<file path="config.mk">
export PLATFORM = sky130hd
export DESIGN_NAME = div32by16
export DESIGN_NICKNAME = d
export VERILOG_FILES = /design/src/rtl/div32by16_pkg.sv /design/src/rtl/div32by16_step.sv /design/src/rtl/div32by16.sv
export SDC_FILE = /design/constraint.sdc
export NUM_CORES = 1
export LEC_CHECK = 0
export ABC_AREA = 0
export CORE_AREA = 10 10 116 118
export CTS_CLUSTER_DIAMETER = 30
export DETAILED_ROUTE_END_ITERATION = 10
export DIE_AREA = 0 0 126 128
export DONT_BUFFER_PORTS = 1
export HOLD_SLACK_MARGIN = 0.1
export PLACE_DENSITY_LB_ADDON = 0.25
export SLEW_MARGIN = 5
export SYNTH_ARGS = -nofsm -noshare
export SYNTH_HDL_FRONTEND = slang
export SYNTH_SLANG_ARGS = --single-unit
</file>
<file path="constraint.sdc">
create_clock -name clk -period 4.3 [get_ports clk]
set_clock_uncertainty 0.15 [all_clocks]
set_input_delay 1.075 -clock clk [delete_from_list [all_inputs] [get_ports clk]]
set_output_delay 1.075 -clock clk [all_outputs]
set_load 0.01 [all_outputs]
</file>
<file path="src/rtl/div32by16_pkg.sv">
// rtl/div32by16_pkg.sv - shared state encoding and write-strobe indices for the divider
package div32by16_pkg;

    typedef enum logic [1:0] {
        IDLE  = 2'd0,
        CHECK = 2'd1,
        RUN   = 2'd2,
        DONE  = 2'd3
    } div_state_t;

    localparam int WE_LO = 0;
    localparam int WE_HI = 1;
    localparam int WE_DV = 2;

endpackage

</file>
<file path="src/rtl/div32by16_step.sv">
// rtl/div32by16_step.sv - one combinational restoring-division step
module div32by16_step #(
    parameter int WIDTH = 16
) (
    input  logic [WIDTH-1:0] r_in,
    input  logic [WIDTH-1:0] q_in,
    input  logic [WIDTH-1:0] dv,
    output logic [WIDTH-1:0] r_out,
    output logic [WIDTH-1:0] q_out
);

    logic [WIDTH:0] r_sh;

    // Shift {r,q} left by one; subtract the divisor from the WIDTH+1 bit partial remainder when it fits.
    // The difference is always below dv, so it is exact in WIDTH bits.
    always_comb begin
        r_sh = {r_in, q_in[WIDTH-1]};
        if (r_sh >= {1'b0, dv}) begin
            r_out = r_sh[WIDTH-1:0] - dv;
            q_out = {q_in[WIDTH-2:0], 1'b1};
        end else begin
            r_out = r_sh[WIDTH-1:0];
            q_out = {q_in[WIDTH-2:0], 1'b0};
        end
    end

endmodule

</file>
<file path="src/rtl/div32by16.sv">
// rtl/div32by16.sv - memory-mapped unsigned 2W/W bit-serial restoring divider
module div32by16
    import div32by16_pkg::*;
#(
    parameter int WIDTH = 16
) (
    input  logic               clk,
    input  logic               resetq,
    input  logic [2:0]         we,
    input  logic [WIDTH-1:0]   din,
    output logic [2*WIDTH-1:0] dout,
    output logic               ready,
    output logic               dz,
    output logic               ov
);

    localparam int CW = $clog2(WIDTH);

    logic [WIDTH-1:0] lo, hi, dv;
    logic [2:0]       loaded;
    div_state_t       state;
    logic [CW-1:0]    cnt;
    logic [WIDTH-1:0] r, q, d;
    logic [WIDTH-1:0] r_nxt, q_nxt;
    logic             dz_p, ov_p;
    logic             start;

    assign start = (state == IDLE) && (&loaded);

    div32by16_step #(.WIDTH(WIDTH)) u_step (
        .r_in  (r),
        .q_in  (q),
        .dv    (d),
        .r_out (r_nxt),
        .q_out (q_nxt)
    );

    // Operand registers; a write on the start edge re-arms its loaded bit for the next op.
    always_ff @(posedge clk) begin
        if (resetq) begin
            lo     <= '0;
            hi     <= '0;
            dv     <= '0;
            loaded <= 3'b000;
        end else begin
            if (we[WE_LO]) lo <= din;
            if (we[WE_HI]) hi <= din;
            if (we[WE_DV]) dv <= din;
            loaded <= (start ? 3'b000 : loaded) | we;
        end
    end

    // Control FSM: snapshot operands, screen dz/ov, iterate WIDTH steps, publish result.
    always_ff @(posedge clk) begin
        if (resetq) begin
            state <= IDLE;
            dout  <= '0;
            ready <= 1'b1;
            dz    <= 1'b0;
            ov    <= 1'b0;
            dz_p  <= 1'b0;
            ov_p  <= 1'b0;
            cnt   <= '0;
            r     <= '0;
            q     <= '0;
            d     <= '0;
        end else begin
            case (state)
                IDLE: begin
                    if (start) begin
                        r     <= hi;
                        q     <= lo;
                        d     <= dv;
                        ready <= 1'b0;
                        state <= CHECK;
                    end
                end
                CHECK: begin
                    dz_p <= 1'b0;
                    ov_p <= 1'b0;
                    if (d == '0) begin
                        dz_p  <= 1'b1;
                        q     <= '1;
                        r     <= q;
                        state <= DONE;
                    end else if (r >= d) begin
                        // High word at or above the divisor means the quotient cannot fit.
                        ov_p  <= 1'b1;
                        q     <= '1;
                        r     <= '0;
                        state <= DONE;
                    end else begin
                        cnt   <= CW'(WIDTH - 1);
                        state <= RUN;
                    end
                end
                RUN: begin
                    r   <= r_nxt;
                    q   <= q_nxt;
                    cnt <= cnt - CW'(1);
                    if (cnt == '0) state <= DONE;
                end
                DONE: begin
                    dout  <= {r, q};
                    dz    <= dz_p;
                    ov    <= ov_p;
                    ready <= 1'b1;
                    state <= IDLE;
                end
                default: state <= IDLE;
            endcase
        end
    end

endmodule

</file>
# After elaboration in Yosys (flattened, before gate mapping)
# Cells that the tools add are included.
# totals
out_inout_bits	35
inputBits	21
elab_cells	65
register_bits	142
# op_classes
reduce_logical	13
add_sub_neg	2
n_eq_ne	8
bitwise	1
mux	24
magnitude_cmp	2
# ops
cell	count
$mux W16	7
$pmux W16 S3	2
$ge A17 B16 Y1	1
$ge A16 B16 Y1	1
$logic_not A16 Y1	1
$sub A16 B16 Y16	1
$reduce_and A3 Y1	3
$mux W4	2
$ne A2 B2 Y1 const B	4
$pmux W2 S4	1
$pmux W4 S2	1
$mux W1	7
$reduce_and A2 Y1	3
$eq A2 B2 Y1 const B	2
$logic_not A4 Y1	1
$mux W2	2
$reduce_bool A2 Y1	2
$sub A4 B1 Y4 const B	1
$mux W3	1
$ne A3 B3 Y1 const B	1
$or A3 B3 Y3	1
$reduce_bool A3 Y1	1
$eq A2 B1 Y1 const B	1
$logic_not A2 Y1	1
2 further kinds	2

# Longest topological paths before layout
# logic_depth
depth_word	4
ltp_mapped	12
ltp_nobuf	11

# By module
# A second synthesis with hierarchy kept.
# unflattened
hier_cells	921
area_unflattened_um2	7556.0
# by_module_without_submodules
mod	cells_per_inst	area_each_um2	instances	seq_area_each_um2
div32by16	750	6278.5	1	2842.7
div32by16_step	171	1277.5	1	0.0

# Least setup slack after synthesis
# OpenSTA, ideal clock, no wires.
# synth_path
path_kind	reg-to-reg
from	register d[5]
to	register r[13]
setup_time_ns	0.132
slack_ns	1.702
arrival_ns	2.315
required_ns	4.018
path_buffers	1
period_less_slack_ns	2.598
path_stages_with_launch	12
cell_sequence	dfxtp_1 inv_1 ha_1 o21a_1 o2111ai_1 o21bai_1 nand3_1 a21oi_1 buf_2 mux2_2 o211ai_1 a21oi_1
# synth_via
elab_chain_len	3
word_cells_on_any_way	9
cone_classes	add/sub (1); order compare (2); eq/ne (1); mux (3); reduce/logical (2)
# synth_lines
item	line_no	source
from (decl)	div32by16.sv:23	logic [WIDTH-1:0] r, q, d;
from (signal assigned)	div32by16.sv:73	d <= dv;
$sub A16 B16 Y16, or another cell as far along	div32by16_step.sv:19	r_out = r_sh[WIDTH-1:0] - dv;
$mux W16, or another cell as far along	div32by16_step.sv:18	if (r_sh >= {1'b0, dv}) begin
$pmux W16 S3 or $reduce_and A3 Y1 (tied branches)	--	
to (signal assigned)	div32by16.sv:71	r <= hi;
to (signal assigned)	div32by16.sv:84	r <= q;
to (signal assigned)	div32by16.sv:98	r <= r_nxt;
to (decl)	div32by16.sv:23	
# Several ways; a longest one is shown, not always the timed one.
# A chain may end at the register's enable or synchronous reset.

# Worst setup path in the final report
# layout_path
from	register r[8]
to	register r[1]
# layout_via
elab_chain_len	3
word_cells_on_any_way	6
cone_classes	order compare (2); eq/ne (1); mux (2); reduce/logical (1)
# layout_lines
item	line_no
$ge A17 B16 Y1 or $ge A16 B16 Y1 (tied branches)	div32by16_step.sv:18, div32by16.sv:86
$mux W16 or $ne A3 B3 Y1 (tied branches)	--
$pmux W16 S3 or $reduce_and A3 Y1 (tied branches)	--
# Several ways; a longest one is shown, not always the timed one.

==> run metrics <==
run status finished clean; via count of the first global-routing pass 5744; clock buffer count from CTS 17; post-detailed-routing wire length 20950 microns; final setup violating endpoints 0; final count of pins violating max slew 0; count of nets after finishing 863; wire length of the first global-routing pass 32640 microns; detail-routed via count per cell 6.415; die span in y 128 microns; highest ir drop seen on vdd 357.1 uV; final global-route overflow total 0; relative max-transition margin 20.00%; Die ar. 16130 sq um; met3 global-route usage 8.106%; type of the worst setup path flop to flop; Worst Setup Slack post-DPL 1.090 ns; number of cell instances on the worst register-to-register path 10; total nets after synthesis 889; clock transition time at the flip-flop clock pins of the worst setup and hold paths 0.06 ns; synthesis warning total 0; antenna violations before repair 0; maximum level of the CTS H-tree 4; Seq cells post-synth 142; fraction of final layout cells with drive strength greater than 1 6.242%; endpoint of the worst-slack reg-to-reg timing path r[1]$_SDFFE_PP0P_; Seq. cell area 2843 sq um; pin slew with the least headroom to its limit 1.196 ns; gr busiest metal met2; Worst Path Arrival 3.53 ns; worst min-delay path category flop to flop; met2 Resource Use GR 38.99%; final clock period utilization by the worst path 77.53%; overall track demand over capacity in global routing 25.54%; timing startpoint of the critical path r[8]$_SDFFE_PP0P_; n_diodes 0; DRC errors left 0; Synth top area share 40.07%; x dimension of the die 126 microns; post-CTS setup buffer count 0; RSZ-0062 raised after global routing no; cell type with the largest total area after synthesis sky130_fd_sc_hd__dfxtp_1; detailed-routing iteration count for the pre-antenna-repair pass 6; register-to-register path setup slack 0.97 ns; number of vias in the routed layout 6158; Port Buf Inserts 0; area of the mapped netlist 7094 sq um; count of endpoints failing hold in the final timing report 0; CTS sink cnt 142; Mapped Cells 830; Critical Path Fanout Max 24; share of flip-flops with an asynchronous set or reset 0%; Mapped Avg Cell Area 8.547 sq um; worst setup slack after layout 0.9661 ns; Leak Pwr 2.925 nW; maximum frequency from static timing analysis 0.3000 GHz; launching point of the worst reg2reg path r[8]$_SDFFE_PP0P_; worst-case clock buffer depth 2; RePlAce Congestion 0.9501; number of resized instances in the post-cts repair step 0; most instantiated flip-flop cell in the synthesis netlist sky130_fd_sc_hd__dfxtp_1; number of inserted filler cells in the final layout 933; site row count 39; Area growth, synth to finish 7.725%; core outline area 11220 sq um; clock latency of the later-clocked register in the worst-skew pair 0.42 ns; total negative slack for setup checks 0 ns; CP Capture Point r[1]$_SDFFE_PP0P_; antenna violation net count after detailed routing 0; largest net degree at the start of global routing 144; drt first-iter violations 840; hold-fix buffers at CTS 0; PwrDens 666.3 nW/um^2; unique cell type count in the Yosys netlist 62; Worst Setup Start Kind flop; required time at the worst-slack endpoint 4.49 ns; Crit. End Element flop; top-level I/O count 56; area of combinational cells with multiple inputs 3921 sq um; Detail Placement HPWL 15140 microns; root buffer cell sky130_fd_sc_hd__clkbuf_16; Initial Util 63.21%; biggest area contributors in the synthesized netlist sky130_fd_sc_hd__dfxtp_1 (40%), sky130_fd_sc_hd__mux2i_1 (12%), sky130_fd_sc_hd__ha_1 (6.5%); sequential cell area fraction in the yosys report 40.07%; post-layout minimum cycle time 3.334 ns; CTS tree done; Max Cap Violations 0; number of enable flip-flop cells after synthesis 0; final routed wire length divided by cell count 21.83 microns; met1 demand-to-capacity share in global routing 32.99%
worst max-delay path: stages (launching register included):
cell and delay (ns):
sky130_fd_sc_hd__dfxtp_1 0.49, sky130_fd_sc_hd__ha_1 0.29, sky130_fd_sc_hd__and4_4 0.19, sky130_fd_sc_hd__a221o_1 0.30, sky130_fd_sc_hd__a31oi_1 0.19, sky130_fd_sc_hd__o21ai_1 0.14
sky130_fd_sc_hd__o41ai_2 0.43, sky130_fd_sc_hd__or2_1 0.43, sky130_fd_sc_hd__buf_4 0.37, sky130_fd_sc_hd__a311oi_1 0.08, sky130_fd_sc_hd__o31ai_1 0.19
synth_stat cells (all sizes together) (2+ instances only):
cell type / count
xor2: 5
a21o: 7
nand3b: 2
o2111ai: 4
and4: 4
o31ai: 3
nor2: 111
o211ai: 28
nor2b: 4
clkbuf: 41
xnor2: 7
a31o: 2
a21boi: 3
o41ai: 2
a211o: 2
mux2i: 84
nand4: 6
o21ai: 16
nand3: 13
nor3: 5
a21oi: 86
dfxtp: 142
a311oi: 2
a31oi: 7
nor4: 7
mux2: 3
a221oi: 5
buf: 11
and3: 4
inv: 31
nand2: 109
or2: 2
a221o: 7
nand2b: 6
ha: 37
a211oi: 2
a2111oi: 2
o21a: 4
cells by family after synthesis:
logic type | share of synthesized area, %
XOR/XNOR | 1.481
buffers and inverters | 4.727
multiplexers | 12.33
adder cells (fa/ha/maj) | 6.808
AND/OR/NAND/NOR | 16.84
AO/OA/AOI/OAI | 17.74
flip-flops | 40.07
through the flow:
stage | utilization, % | total power, W | hold slack, ns | instances | cell area (sq um)
final | 68.09 | 0.005092 | 0.3030 | 960 | 7642
after detailed placement | 63.37 | 0.003699 | 0.2923 | 928 | 7112
after global placement | 63.37 | 0.003646 | 0.2844 | 928 | 7112
after global routing | 68.09 | 0.005325 | 0.3163 | 960 | 7642
after CTS | 68.09 | 0.005016 | 0.3000 | 960 | 7642
after floorplan | - | 0.003145 | 0.2812 | 830 | 7094
metal layers:
layer  part of all wire, %  vias up
met5                     0        -
met2                    44      348
met1                    42     2869
met4                   3.0        0
met3                    11       52
li1                      -     2889
state kept, by name, indices dropped and copies added (netlist names):
name / cells
ov: 1
dz_p: 1
state: 2
r: 16
cnt: 4
lo: 16
dz: 1
hi: 16
dout: 32
ready: 1
ov_p: 1
q: 16
loaded: 3
dv: 16
d: 16
cell usage in the layout (no fill, tap or decap), drive strengths merged, types with 5 or more instances in the layout:
cell type    n
o21ai       16
buf          7
nand3       13
nor3         5
nor2       111
a21o         7
mux2i       84
nand2b       6
ha          37
o211ai      28
nand4        6
a21oi       86
inv         32
a221o        7
clkbuf      23
xor2         5
nand2      109
a31oi        7
nor4         7
a221oi       5
dfxtp      142
xnor2        7
how the worst min path moves through the flow:
stage	startpoint	end	slack [ns]	depth (start not counted)
3_3_place_gp	dv[4]$_SDFFE_PP0P_	d[4]$_SDFFE_PP0P_	0.28	2
5_1_grt	dv[4]$_SDFFE_PP0P_	d[4]$_SDFFE_PP0P_	0.32	2
4_1_cts	ov_p$_SDFFE_PP0P_	ov_p$_SDFFE_PP0P_	0.30	2
6_report	ov_p$_SDFFE_PP0P_	ov_p$_SDFFE_PP0P_	0.30	2
2_1_floorplan	dv[10]$_SDFFE_PP0P_	d[10]$_SDFFE_PP0P_	0.28	2
3_5_place_dp	dv[12]$_SDFFE_PP0P_	d[12]$_SDFFE_PP0P_	0.29	2
area by class of cell:
type / instances / share of cell area [%]
Multi-Input combinational cell: 605 / 51.31
Tap cell: 143 / 2.341
Inverter: 31 / 1.523
Timing Repair Buffer: 7 / 0.6876
Sequential cell: 142 / 37.20
Clock inverter: 9 / 0.8186
Clock buffer: 23 / 6.123
power breakdown:
| part | switching, W | internal [W] |
|---|---|---|
| clock network | 0.000561 | 0.000766 |
| logic | 0.00135 | 0.000817 |
| registers | 0.000161 | 0.00143 |
| total | 0.00208 | 0.00302 |
Note: power is estimated with default switching activity, not from simulation.
